--- config.mk ---
export PLATFORM = sky130hd
export DESIGN_NAME = othello_move_ctrl
export DESIGN_NICKNAME = d
export VERILOG_FILES = /design/src/rtl/othello_move_ctrl.sv
export SDC_FILE = /design/constraint.sdc
export NUM_CORES = 1
export LEC_CHECK = 0
export CORE_MARGIN = 5
export CORE_UTILIZATION = 25
export CTS_CLUSTER_DIAMETER = 40
export DETAILED_ROUTE_END_ITERATION = 10
export SYNTH_ARGS = -nofsm -noshare
export SYNTH_HDL_FRONTEND = slang
export SYNTH_SLANG_ARGS = --single-unit
--- constraint.sdc ---
create_clock -name clock -period 2.4 [get_ports clock]
set_clock_uncertainty 0.05 [all_clocks]
set_input_delay 0.36 -clock clock [delete_from_list [all_inputs] [get_ports clock]]
set_output_delay 0.36 -clock clock [all_outputs]
set_load 0.01 [all_outputs]
--- src/rtl/othello_move_ctrl.sv ---
// Per-turn Othello move controller: key edges -> cursor/side, board detect/write strobes, legality, passes, game end.
// Optional CURSOR_WRAP_EN: cursor wraps modulo 8 instead of saturating at 0/7.
module othello_move_ctrl #(
  parameter int DET_WAIT = 8,
  parameter int WR_WAIT  = 8
) (
  input  logic       clock,
  input  logic       resetn,
  input  logic       key_up,
  input  logic       key_down,
  input  logic       key_left,
  input  logic       key_right,
  input  logic       key_place,
  input  logic       key_pass,
  input  logic [1:0] q,
  input  logic [7:0] dir,
  output logic [2:0] x,
  output logic [2:0] y,
  output logic       side,
  output logic       detecten,
  output logic       writeen,
  output logic       busy,
  output logic       illegal,
  output logic [5:0] move_count,
  output logic       game_over
);

  localparam int MAXW = (DET_WAIT > WR_WAIT) ? DET_WAIT : WR_WAIT;
  localparam int CW   = $clog2(MAXW) + 1;

  typedef enum logic [3:0] {
    S_IDLE, S_DETECT, S_DWAIT, S_CHECK, S_WRITE, S_WWAIT, S_TOGGLE, S_REJECT, S_PASS
  } state_t;

  state_t        r_state, w_state_nxt;
  logic [5:0]    r_prev, w_keys, w_press;
  logic [CW-1:0] r_cnt;
  logic [1:0]    r_pass_streak;
  logic [2:0]    r_x, r_y, w_x_nxt, w_y_nxt;
  logic          r_side, r_game_over;
  logic [5:0]    r_move_count;
  logic          w_act, w_cur;
  logic          w_unused_q0;

  assign w_unused_q0 = q[0];

  // bit order encodes priority: place > pass > up > down > left > right
  assign w_keys  = {key_place, key_pass, key_up, key_down, key_left, key_right};
  assign w_press = w_keys & ~r_prev;
  assign w_act   = (r_state == S_IDLE) && !r_game_over;
  assign w_cur   = w_act && !w_press[5] && !w_press[4] && (|w_press[3:0]);

  always_ff @(posedge clock) begin
    if (!resetn) r_state <= S_IDLE;
    else         r_state <= w_state_nxt;
  end

  always_comb begin
    w_state_nxt = r_state;
    case (r_state)
      S_IDLE: begin
        if (w_act) begin
          if (w_press[5])      w_state_nxt = q[1] ? S_REJECT : S_DETECT;
          else if (w_press[4]) w_state_nxt = S_PASS;
        end
      end
      S_DETECT: w_state_nxt = S_DWAIT;
      S_DWAIT:  if (r_cnt == '0) w_state_nxt = S_CHECK;
      S_CHECK:  w_state_nxt = (dir != 8'd0) ? S_WRITE : S_REJECT;
      S_WRITE:  w_state_nxt = S_WWAIT;
      S_WWAIT:  if (r_cnt == '0) w_state_nxt = S_TOGGLE;
      S_TOGGLE: w_state_nxt = S_IDLE;
      S_REJECT: w_state_nxt = S_IDLE;
      S_PASS:   w_state_nxt = S_IDLE;
      default:  w_state_nxt = S_IDLE;
    endcase
  end

  always_comb begin
    w_x_nxt = r_x;
    w_y_nxt = r_y;
`ifdef CURSOR_WRAP_EN
    if (w_press[3])      w_y_nxt = r_y - 3'd1;
    else if (w_press[2]) w_y_nxt = r_y + 3'd1;
    else if (w_press[1]) w_x_nxt = r_x - 3'd1;
    else if (w_press[0]) w_x_nxt = r_x + 3'd1;
`else
    // an edge press is consumed but leaves the coordinate alone
    if (w_press[3])      begin if (r_y != 3'd0) w_y_nxt = r_y - 3'd1; end
    else if (w_press[2]) begin if (r_y != 3'd7) w_y_nxt = r_y + 3'd1; end
    else if (w_press[1]) begin if (r_x != 3'd0) w_x_nxt = r_x - 3'd1; end
    else if (w_press[0]) begin if (r_x != 3'd7) w_x_nxt = r_x + 3'd1; end
`endif
  end

  always_ff @(posedge clock) begin
    if (!resetn) begin
      r_prev        <= '0;
      r_cnt         <= '0;
      r_pass_streak <= '0;
      r_x           <= '0;
      r_y           <= '0;
      r_side        <= 1'b0;
      r_move_count  <= '0;
      r_game_over   <= 1'b0;
    end else begin
      // sampled every cycle so keys held through a busy turn never fire later
      r_prev <= w_keys;
      if (w_cur) begin
        r_x           <= w_x_nxt;
        r_y           <= w_y_nxt;
        r_pass_streak <= '0;
      end
      case (r_state)
        S_DETECT: r_cnt <= CW'(DET_WAIT - 1);
        S_WRITE:  r_cnt <= CW'(WR_WAIT - 1);
        S_DWAIT, S_WWAIT: if (r_cnt != '0) r_cnt <= r_cnt - 1'b1;
        S_TOGGLE: begin
          r_side        <= ~r_side;
          r_pass_streak <= '0;
          if (r_move_count != 6'd60) r_move_count <= r_move_count + 6'd1;
          if (r_move_count >= 6'd59) r_game_over  <= 1'b1;
        end
        S_PASS: begin
          r_side <= ~r_side;
          if (r_pass_streak != 2'd3) r_pass_streak <= r_pass_streak + 2'd1;
          if (r_pass_streak != 2'd0) r_game_over   <= 1'b1;
        end
        default: ;
      endcase
    end
  end

  assign x          = r_x;
  assign y          = r_y;
  assign side       = r_side;
  assign move_count = r_move_count;
  assign game_over  = r_game_over;
  assign detecten   = (r_state == S_DETECT);
  assign writeen    = (r_state == S_WRITE);
  assign illegal    = (r_state == S_REJECT);
  assign busy       = (r_state != S_IDLE);

endmodule

==> results by group <==
Clock network
  – H-tree Lvls: 2
  – Clock Latency Late Sink: 270 ps
  – Deepest clock path buffer count: 2
  – CTS Buf Count: 5
  – CTS-repair resized insts: 0
  – Clock tree from TritonCTS: done
  – Hold-fix buffer count after cts: 0
  – Reg clk slew, reported paths: 60 ps
  – Number of sinks driven by the clock tree: 30
  – Clock root buffer master: sky130_fd_sc_hd__clkbuf_8
  – Number of buffers inserted by post-CTS setup repair: 0

Routing
  – WL per Instance: 12.0 um
  – Routed vias: 1543
  – DRT Pass-1 Iters: 4
  – Total wirelength of the detailed-routed design: 3900 um
  – Post-DRT Antenna Nets: 0
  – Drc violations: 0
  – Number of vias per cell after detailed routing: 4.73
  – 1st-iter DRT viols: 54

Synth
  – Count of different cell masters after synthesis: 46
  – Post-Synthesis Net Count: 228
  – Synthesized area: 1690 um^2
  – Synthesized netlist cell count: 203
  – Number of enable flip-flop cells after synthesis: 0
  – Syn avg cell area: 8.33 um^2
  – Seq cells post-synth: 30
  – Most used flip-flop cell after synthesis: sky130_fd_sc_hd__dfxtp_1
  – Count of yosys warnings during synthesis: 0
  – Share of flip-flops with an asynchronous set or reset: 0%
  – Post-synthesis sequential area ratio: 35.5%

Pwr
  – Static Leak: 0.824 nW
  – Max VDD drop: 0.384 mV
  – Cell Pwr Density: 879 nW/um^2
  – Overall power: 1.97 mW

Cells and area
  – Area of the multi-input gates: 988 um^2
  – Fraction of layout cells with a size suffix above 1: 10.2%
  – Number of standard cells in the layout, taps in and fillers out: 326
  – Area added between synthesis and finish: 32.8%
  – Most common cell after layout, fill and taps aside: sky130_fd_sc_hd__clkdlybuf4s50_1
  – # diodes: 0
  – Footprint of the flip-flops and latches: 601 um^2
  – Leading cell types in the layout, fill and taps excluded: 34 x sky130_fd_sc_hd__clkdlybuf4s50_1, 30 x sky130_fd_sc_hd__dfxtp_1, 20 x sky130_fd_sc_hd__nor2_1
  – Filler cells: 718
  – # nets final: 271

Timing
  – Fin crit share: 89.5%
  – Actual transition at the worst max-transition pin: 608 ps
  – Total count of max-transition violations in the final report: 0
  – Final Hold Viols: 0
  – Final setup violation count: 0
  – Slew Limit Headroom: 59.4%
  – Post-route setup TNS: 0 ps
  – Shortest clock period the worst path allows after layout: 2150 ps
  – Setup repair after global routing missed its margin: false
  – Top achievable clock speed: 466 MHz

Worst setup path
  – Crit path max-delay cell type: sky130_fd_sc_hd__or4_4
  – Critical path class: flop to flop
  – Kind of end point of the critical path: flop
  – Crit path DAT: 2290 ps
  – Crit-path max FO: 4
  – Critical Path Start Type: flop
  – Required time worst endpoint: 2540 ps
  – Chain of cells forming the critical path: or4_4, nor4_4, nand4_4, or3_1, a21oi_1
  – Delay of the slowest cell on the worst path: 570 ps

Placement
  – Number of buffers added on ports: 34
  – Number of placed instances, taps included: 319
  – Estimated wirelength of the detail-placed design: 2940 um
  – Final Wtd Congestion: 0.792

Run status
  – Run status: completed

Floorplan
  – Rows: 30
  – Die X: 92.2 um
  – Die ar.: 8510 um^2
  – Starting density of the core: 25.3%
  – Floorplan die height: 92.2 um
  – Top-level I/O count: 36
  – Core area: 6680 um^2

Run
  – Max-capacitance violation count: 0

GRT
  – Global-route usage over all layers: 9.95%
  – Total grt overflow: 0
  – Via count of the first global-routing pass: 1629
  – First-pass GRT wire length: 7020 um
  – Antenna violations before repair: 0
  – Largest net degree at the start of global routing: 17

Min path
  – Worst min-delay path category: flop to flop
## cells by family after synthesis
kind of cell               share of synthesized area, %
muxes                                              1.18
buffers and inverters                              6.00
adders and majority gates                          6.07
xor gates and xnor gates                           4.66
DFF                                                35.5
AOI/OAI and AO/OA                                  16.4
and+or+nand+nor                                    30.1
## metal layers
| layer | GRT usage [%] | vias up | share of wire (%) |
|---|---|---|---|
| li1 | - | 793 | - |
| met1 | 12.7 | 723 | 50 |
| met2 | 16.2 | 27 | 47 |
| met3 | 2.95 | 0 | 3.4 |
| met4 | 2.85 | 0 | 0 |
| met5 | 0 | - | 0 |
## metrics by stage
step | util [%] | worst slack [ps] | instance area [um^2] | hold WS, ps
after global placement | 32.5 | 62.8 | 2170 | 452
after global routing | 33.6 | 120 | 2240 | 508
final | 33.6 | 252 | 2240 | 471
after detailed placement | 32.5 | 32.9 | 2170 | 463
after floorplan | - | 282 | 1690 | 432
after CTS | 33.6 | 221 | 2240 | 478
## layout make-up
| type | instances | share of cell area [%] |
|---|---|---|
| multi-input combinational | 148 | 44.0 |
| sequential | 30 | 26.8 |
| timing repair buffer | 44 | 18.5 |
| tap | 80 | 4.46 |
| clock buffer | 7 | 3.40 |
| inverter | 17 | 2.84 |
## state kept, by name (all words and copies together) (netlist names)
| register | count |
|---|---|
| game_over | 1 |
| move_count | 6 |
| r_cnt | 4 |
| r_pass_streak | 2 |
| r_prev | 6 |
| r_state | 4 |
| side | 1 |
| x | 3 |
| y | 3 |
## cell usage after synthesis (2+ instances only)
library cell / instances / area, um^2
sky130_fd_sc_hd__nand4_1: 5 / 31.3
sky130_fd_sc_hd__nand3b_1: 2 / 15.0
sky130_fd_sc_hd__xnor2_1: 7 / 61.3
sky130_fd_sc_hd__and2_1: 6 / 37.5
sky130_fd_sc_hd__nor2b_1: 3 / 18.8
sky130_fd_sc_hd__nand3_1: 4 / 20.0
sky130_fd_sc_hd__dfxtp_1: 30 / 601
sky130_fd_sc_hd__xor2_1: 2 / 17.5
sky130_fd_sc_hd__or2_2: 2 / 12.5
sky130_fd_sc_hd__nor3_1: 9 / 45.0
sky130_fd_sc_hd__o211a_1: 2 / 20.0
sky130_fd_sc_hd__nor3b_1: 2 / 15.0
sky130_fd_sc_hd__nand2_1: 15 / 56.3
sky130_fd_sc_hd__nor4_1: 2 / 12.5
sky130_fd_sc_hd__a31o_2: 3 / 26.3
sky130_fd_sc_hd__inv_1: 17 / 63.8
sky130_fd_sc_hd__clkbuf_1: 7 / 26.3
sky130_fd_sc_hd__ha_1: 5 / 62.6
sky130_fd_sc_hd__o21ai_0: 5 / 25.0
sky130_fd_sc_hd__a211oi_1: 2 / 15.0
sky130_fd_sc_hd__nand2b_1: 7 / 43.8
sky130_fd_sc_hd__nor2_1: 20 / 75.1
sky130_fd_sc_hd__o21a_1: 3 / 22.5
sky130_fd_sc_hd__a311oi_1: 2 / 17.5
sky130_fd_sc_hd__mux2i_1: 2 / 20.0
sky130_fd_sc_hd__fa_1: 2 / 40.0
sky130_fd_sc_hd__or3_1: 6 / 37.5
sky130_fd_sc_hd__a21oi_1: 13 / 65.1
## where the power goes
group / leakage, nW / switching (mW) / internal (mW)
combinational: 0.541 / 0.493 / 0.471
sequential: 0.245 / 0.0598 / 0.582
clock: 0.0383 / 0.167 / 0.199
total: 0.824 / 0.720 / 1.25
## worst max-delay path: cells and delay by family (launching register included)
kind,cells,cell delay (ps)
flip-flops,1,320
AND/OR/NAND/NOR,4,1560
AO/OA/AOI/OAI,1,140
## path summary, 6_finish.rpt
| check | from | depth (start not counted) | endpoint | slack, ps |
|---|---|---|---|---|
| worst max-delay path | r_state[3]$_SDFFE_PN0P_ | 5 | x[2]$_SDFFE_PN0P_ | 250 |
| worst min-delay path | y[2]$_SDFFE_PN0P_ | 2 | y[2]$_SDFFE_PN0P_ | 470 |
| worst max register to register | r_state[3]$_SDFFE_PN0P_ | 5 | x[2]$_SDFFE_PN0P_ | 250 |
| worst min register to register | y[2]$_SDFFE_PN0P_ | 2 | y[2]$_SDFFE_PN0P_ | 470 |
Power figures use the tool's default switching activity.
